**src/rtl/mnist_pkg.sv**
```systemverilog
// Shared definitions for the MNIST inference engine datapath.
package mnist_pkg;

  // Native accumulator/activation word width of the hidden layer.
  localparam int ACT_W = 32;

  // Signed activation word as produced by the hidden-layer accumulators.
  typedef logic signed [ACT_W-1:0] act_t;

endpackage : mnist_pkg

```
**src/rtl/relu_core.sv**
```systemverilog
// Purely combinational ReLU with an optional upper clip.
// A negative input gives 0. A non-negative input above a non-zero CLIP gives
// CLIP. Any other input passes through unchanged.
module relu_core #(
  parameter int          WIDTH = 32,
  parameter int unsigned CLIP  = 0
) (
  input  logic [WIDTH-1:0] x_i,
  output logic [WIDTH-1:0] y_o
);

  // Clipping is compiled out entirely when CLIP is zero.
  localparam bit               CLIP_EN = (CLIP != 32'd0);
  localparam logic [WIDTH-1:0] CLIP_V  = WIDTH'(CLIP);

  // Rectify first, then clip. The magnitude compare is unsigned because it is
  // only reached when the sign bit is already clear.
  always_comb begin
    y_o = '0;
    if (x_i[WIDTH-1]) begin
      y_o = '0;
    end else if (CLIP_EN && (x_i > CLIP_V)) begin
      y_o = CLIP_V;
    end else begin
      y_o = x_i;
    end
  end

endmodule : relu_core

```
**src/rtl/pe_relu.sv**
```systemverilog
// Hidden-layer ReLU element. It has a combinational result path, a
// one-stage registered result path with a valid flag, and a saturating
// counter of valid negative inputs for sparsity statistics.
module pe_relu
  import mnist_pkg::*;
#(
  parameter int          WIDTH = ACT_W,
  parameter int unsigned CLIP  = 0,
  parameter int          CNT_W = 16
) (
  input  logic             clk,
  input  logic             rst,
  input  logic [WIDTH-1:0] in,
  output logic [WIDTH-1:0] out,
  input  logic             in_valid,
  output logic [WIDTH-1:0] out_q,
  output logic             out_valid,
  input  logic             clr_cnt,
  output logic [CNT_W-1:0] neg_cnt
);

  localparam logic [CNT_W-1:0] CNT_MAX = '1;

  logic [WIDTH-1:0] relu_s;
  logic [WIDTH-1:0] res_d;
  logic [WIDTH-1:0] res_q;
  logic             vld_q;
  logic [CNT_W-1:0] cnt_d;
  logic [CNT_W-1:0] cnt_q;
  logic             is_neg_s;

  // A single core feeds both the combinational output and the result register.
  relu_core #(
    .WIDTH (WIDTH),
    .CLIP  (CLIP)
  ) u_core (
    .x_i (in),
    .y_o (relu_s)
  );

  assign out      = relu_s;
  assign is_neg_s = in[WIDTH-1];

  // The result register loads only on a valid input and holds otherwise.
  always_comb begin
    res_d = res_q;
    if (in_valid) begin
      res_d = relu_s;
    end else begin
      res_d = res_q;
    end
  end

  // Clear takes priority over counting. The count sticks at all-ones.
  always_comb begin
    cnt_d = cnt_q;
    if (clr_cnt) begin
      cnt_d = '0;
    end else if (in_valid && is_neg_s && (cnt_q != CNT_MAX)) begin
      cnt_d = cnt_q + CNT_W'(1);
    end else begin
      cnt_d = cnt_q;
    end
  end

  // State registers. Reset clears them asynchronously.
  always_ff @(posedge clk or posedge rst) begin
    if (rst) begin
      res_q <= '0;
      vld_q <= 1'b0;
      cnt_q <= '0;
    end else begin
      res_q <= res_d;
      vld_q <= in_valid;
      cnt_q <= cnt_d;
    end
  end

  assign out_q     = res_q;
  assign out_valid = vld_q;
  assign neg_cnt   = cnt_q;

endmodule : pe_relu

```
**config.mk**
```make
export PLATFORM = sky130hd
export DESIGN_NAME = pe_relu
export DESIGN_NICKNAME = d
export VERILOG_FILES = /design/src/rtl/mnist_pkg.sv /design/src/rtl/relu_core.sv /design/src/rtl/pe_relu.sv
export SDC_FILE = /design/constraint.sdc
export NUM_CORES = 1
export LEC_CHECK = 0
export CAP_MARGIN = 10
export CORE_MARGIN = 2
export CORE_UTILIZATION = 40
export CTS_BUF_LIST = sky130_fd_sc_hd__clkbuf_8 sky130_fd_sc_hd__clkbuf_16
export CTS_CLUSTER_DIAMETER = 150
export DETAILED_ROUTE_END_ITERATION = 8
export HOLD_SLACK_MARGIN = 0.03
export PLACE_DENSITY = 0.9
export SETUP_SLACK_MARGIN = 0.02
export SKIP_LAST_GASP = 1
export SLEW_MARGIN = 20
export SYNTH_ARGS = -nofsm -noshare
export SYNTH_HDL_FRONTEND = slang
export SYNTH_SLANG_ARGS = --single-unit
```
**constraint.sdc**
```tcl
create_clock -name clk -period 2.1 [get_ports clk]
set_input_delay 0.42 -clock clk [delete_from_list [all_inputs] [get_ports clk]]
set_output_delay 0.42 -clock clk [all_outputs]
set_load 0.02 [all_outputs]
```
==> results by group <==
Timing
  – Setup repair after global routing missed its margin: false
  – Tcrit/Tclk final: 95.6%
  – Setup-failing EPs final: 0
  – Final Critical Period: 2.01 ns
  – Clock skew: 0.00446 ns
  – Hold Vio Cnt, Final: 0
  – Fmax: 498 MHz
  – Slew Limit Fails: 0

Critical path
  – R2r worst-path depth: 5
  – FF-to-FF End: neg_cnt[14]
  – Setup slack, reg-to-reg: 0.21 ns
  – Worst Path Max Fanout: 27
  – Critical Path RT: 1.68 ns
  – Crit. Startpoint: in[31]
  – Crit Path Category: in2out
  – CP arrival: 1.59 ns
  – Startpoint Class: input pin
  – Worst Setup End Kind: primary output
  – End of the critical path: out[2]
  – RR Startpoint: neg_cnt[1]

Cells and area
  – Register area: 1200 sq um
  – # fillers: 447
  – Final Non-Filler Cells: 407
  – Multi-input combinational cell area: 1050 sq um
  – Final-stage net count: 371
  – Layout cells sized above 1: 21.2%
  – Ant. Diodes: 0
  – P&R area growth vs syn: 60.6%
  – Final core occ: 67.3%

Power and ir drop
  – Comb pwr share: 23.7%
  – Pint: 1600 uW
  – Sequential Power Share: 46.0%
  – Worst vdd ir: 404 uV
  – Pwr dens: 588 nW/um^2
  – Switching Share: 27.1%
  – Sw Pwr: 594 uW
  – Clock share of power: 30.3%
  – Static Leakage: 0.00167 uW

Floorplan
  – Core Box Area: 5540 sq um
  – FP Rows: 27
  – Die width: 80.2 um
  – Starting density of the core: 41.9%
  – I/O pin count: 117
  – Die ar.: 6430 sq um
  – Chip height: 80.2 um

Yosys
  – Main synth FF type: dfrtp_1
  – Synth area leader: dfrtp_1
  – Synth Area in XOR/XNOR: 0.377%
  – Simple-gate share of the synthesized area: 20.8%
  – Avg Inst Size Synth: 11.4 sq um
  – Synth Area in Adders: 0.539%
  – Fraction of synthesized area in multiplexers: 16.9%
  – Netlist cell types: 35
  – Dominant cells by area after synthesis: dfrtp_1, mux2_2, nor2b_1, a21oi_1, nand4_1
  – Yosys top cell area share: 51.8%
  – Seq/Total Area, Yosys: 51.8%
  – Post-Syn Instances: 203
  – Share of flip-flops with an asynchronous set or reset: 100%
  – Post-synthesis compound-gate area fraction: 6.20%
  – Post-Syn Area: 2320 sq um
  – YS warnings: 0
  – Top post-synthesis cells by count: dfrtp_1, mux2_2, nor2b_1, a21oi_1
  – EDFF count, synth: 0
  – Main combinational cell family by area after synthesis: simple AND/OR/NAND/NOR gates
  – Yosys reg bits: 48
  – Top-count cell post-synth: dfrtp_1

Placed design
  – GPL Wtd Cong: 0.821
  – Placed cells: 399
  – Port buffer count: 114
  – Hpwl dp: 4790 um

Clock network
  – Clock latency on the worst-skew pair: 0.30 ns
  – Htree depth: 2
  – Clock Sinks: 48
  – Maximum root-to-sink buffer count: 2
  – Reg clk slew, reported paths: 0.09 ns
  – CTS tree: yes
  – CTS Root Cell: clkbuf_8
  – CTS Hold Bufs: 0
  – Number of CTS-inserted buffers: 5

Global routing
  – Global-route wire length before repair: 10300 um
  – Remaining Overflow, GRT: 0
  – GR Util All Layers: 20.3%
  – Initial antenna violation count: 0
  – Pin count of the biggest net entering global routing: 33
  – Vias in the first global route: 2191

Worst hold path
  – HP Class: in2async

Flow run
  – Max Cap Viol: 0

Outcome
  – Outcome: finished clean

Routing
  – Vias per cell: 5.09
  – Total wire length: 6380 um
  – Initial DRC Count: 87
  – First-pass detailed-route iteration total: 4
  – DR vias: 2071
  – ANT nets after route: 0
  – Drt drc: 0
  – Routed WL per cell: 15.7 um
==> layer usage <==
| metal | vias to the layer above | track usage, % | routed length (um) |
|---|---|---|---|
| li1 | 979 | - | - |
| met1 | 1005 | 23.2 | 2440 |
| met2 | 78 | 36.8 | 3400 |
| met3 | 9 | 5.73 | 457 |
| met4 | 0 | 5.76 | 87 |
| met5 | - | 0 | 0 |
==> metrics by stage <==
stage	power, uW	cell area [sq um]	hold slack (ns)	TNS, ns	worst slack [ns]
6_report	2190	3730	0.478	0	0.0931
4_1_cts	2210	3730	0.492	0	0.0282
5_1_grt	2290	3730	0.519	0	0.0115
2_1_floorplan	1270	2320	0.451	0	0.268
3_5_place_dp	1570	3660	0.494	-6.90	-0.255
3_3_place_gp	1560	3660	0.490	-5.68	-0.220
==> flip-flops by register name (all words and copies together), names as in the netlist <==
register,count
out_q,31
neg_cnt,16
out_valid,1
==> power by group through the flow <==
stage | Clock (uW) | Combinational (uW) | Sequential, uW
after global routing | 716 | 552 | 1020
after detailed placement | 0 | 546 | 1030
after floorplan | 0 | 174 | 1100
after CTS | 675 | 525 | 1010
after global placement | 0 | 536 | 1020
final | 663 | 519 | 1010
==> how the worst min path moves through the flow <==
stage	startpoint	endpoint	slack, ns	depth (start not counted)
after floorplan	in_valid	out_valid	0.45	0
after global placement	out_q[10]	out_q[10]	0.49	1
after detailed placement	out_q[8]	out_q[8]	0.49	1
after CTS	rst	out_q[6]	0.49	2
after global routing	rst	out_q[9]	0.52	2
final	rst	out_q[6]	0.48	2
==> cells in the final DEF (no fill, tap or decap), types with 5 or more instances in the layout <==
| master | count |
|---|---|
| nor2_1 | 7 |
| clkbuf_8 | 5 |
| buf_4 | 20 |
| dfrtp_1 | 48 |
| nand2_1 | 8 |
| nor2b_1 | 34 |
| clkdlybuf4s50_1 | 83 |
| a21oi_1 | 9 |
| mux2_2 | 34 |
| dlygate4sd2_1 | 24 |
| nand4_1 | 5 |
==> timing repair <==
action,4_1_cts,5_1_grt
endpoints found under the setup margin,31,28
gates resized for setup,31,13
buffers inserted,0,0
pin swaps,0,0
==> cell type report <==
type | count | share of cell area [%]
clock buffer | 5 | 1.85
clock inverter | 3 | 1.04
inverter | 1 | 0.101
multi-input combinational | 142 | 28.3
sequential | 48 | 32.2
tap | 72 | 2.42
timing repair buffer | 136 | 34.1
==> worst max-delay path: stages <==
cell,delay (ns)
clkdlybuf4s50_1,0.43
buf_6,0.19
nor2b_1,0.18
dlygate4sd2_1,0.35
==> logic make-up (layout without fill, tap and decap cells) <==
logic type,count (synthesis),count (layout)
AOI/OAI and AO/OA,23,23
xor gates and xnor gates,1,1
adders and majority gates,1,1
buffers and inverters,14,145
DFF,48,48
muxes,35,35
other,1,2
and+or+nand+nor,80,80
No activity file was read; power rests on OpenSTA's default activity.
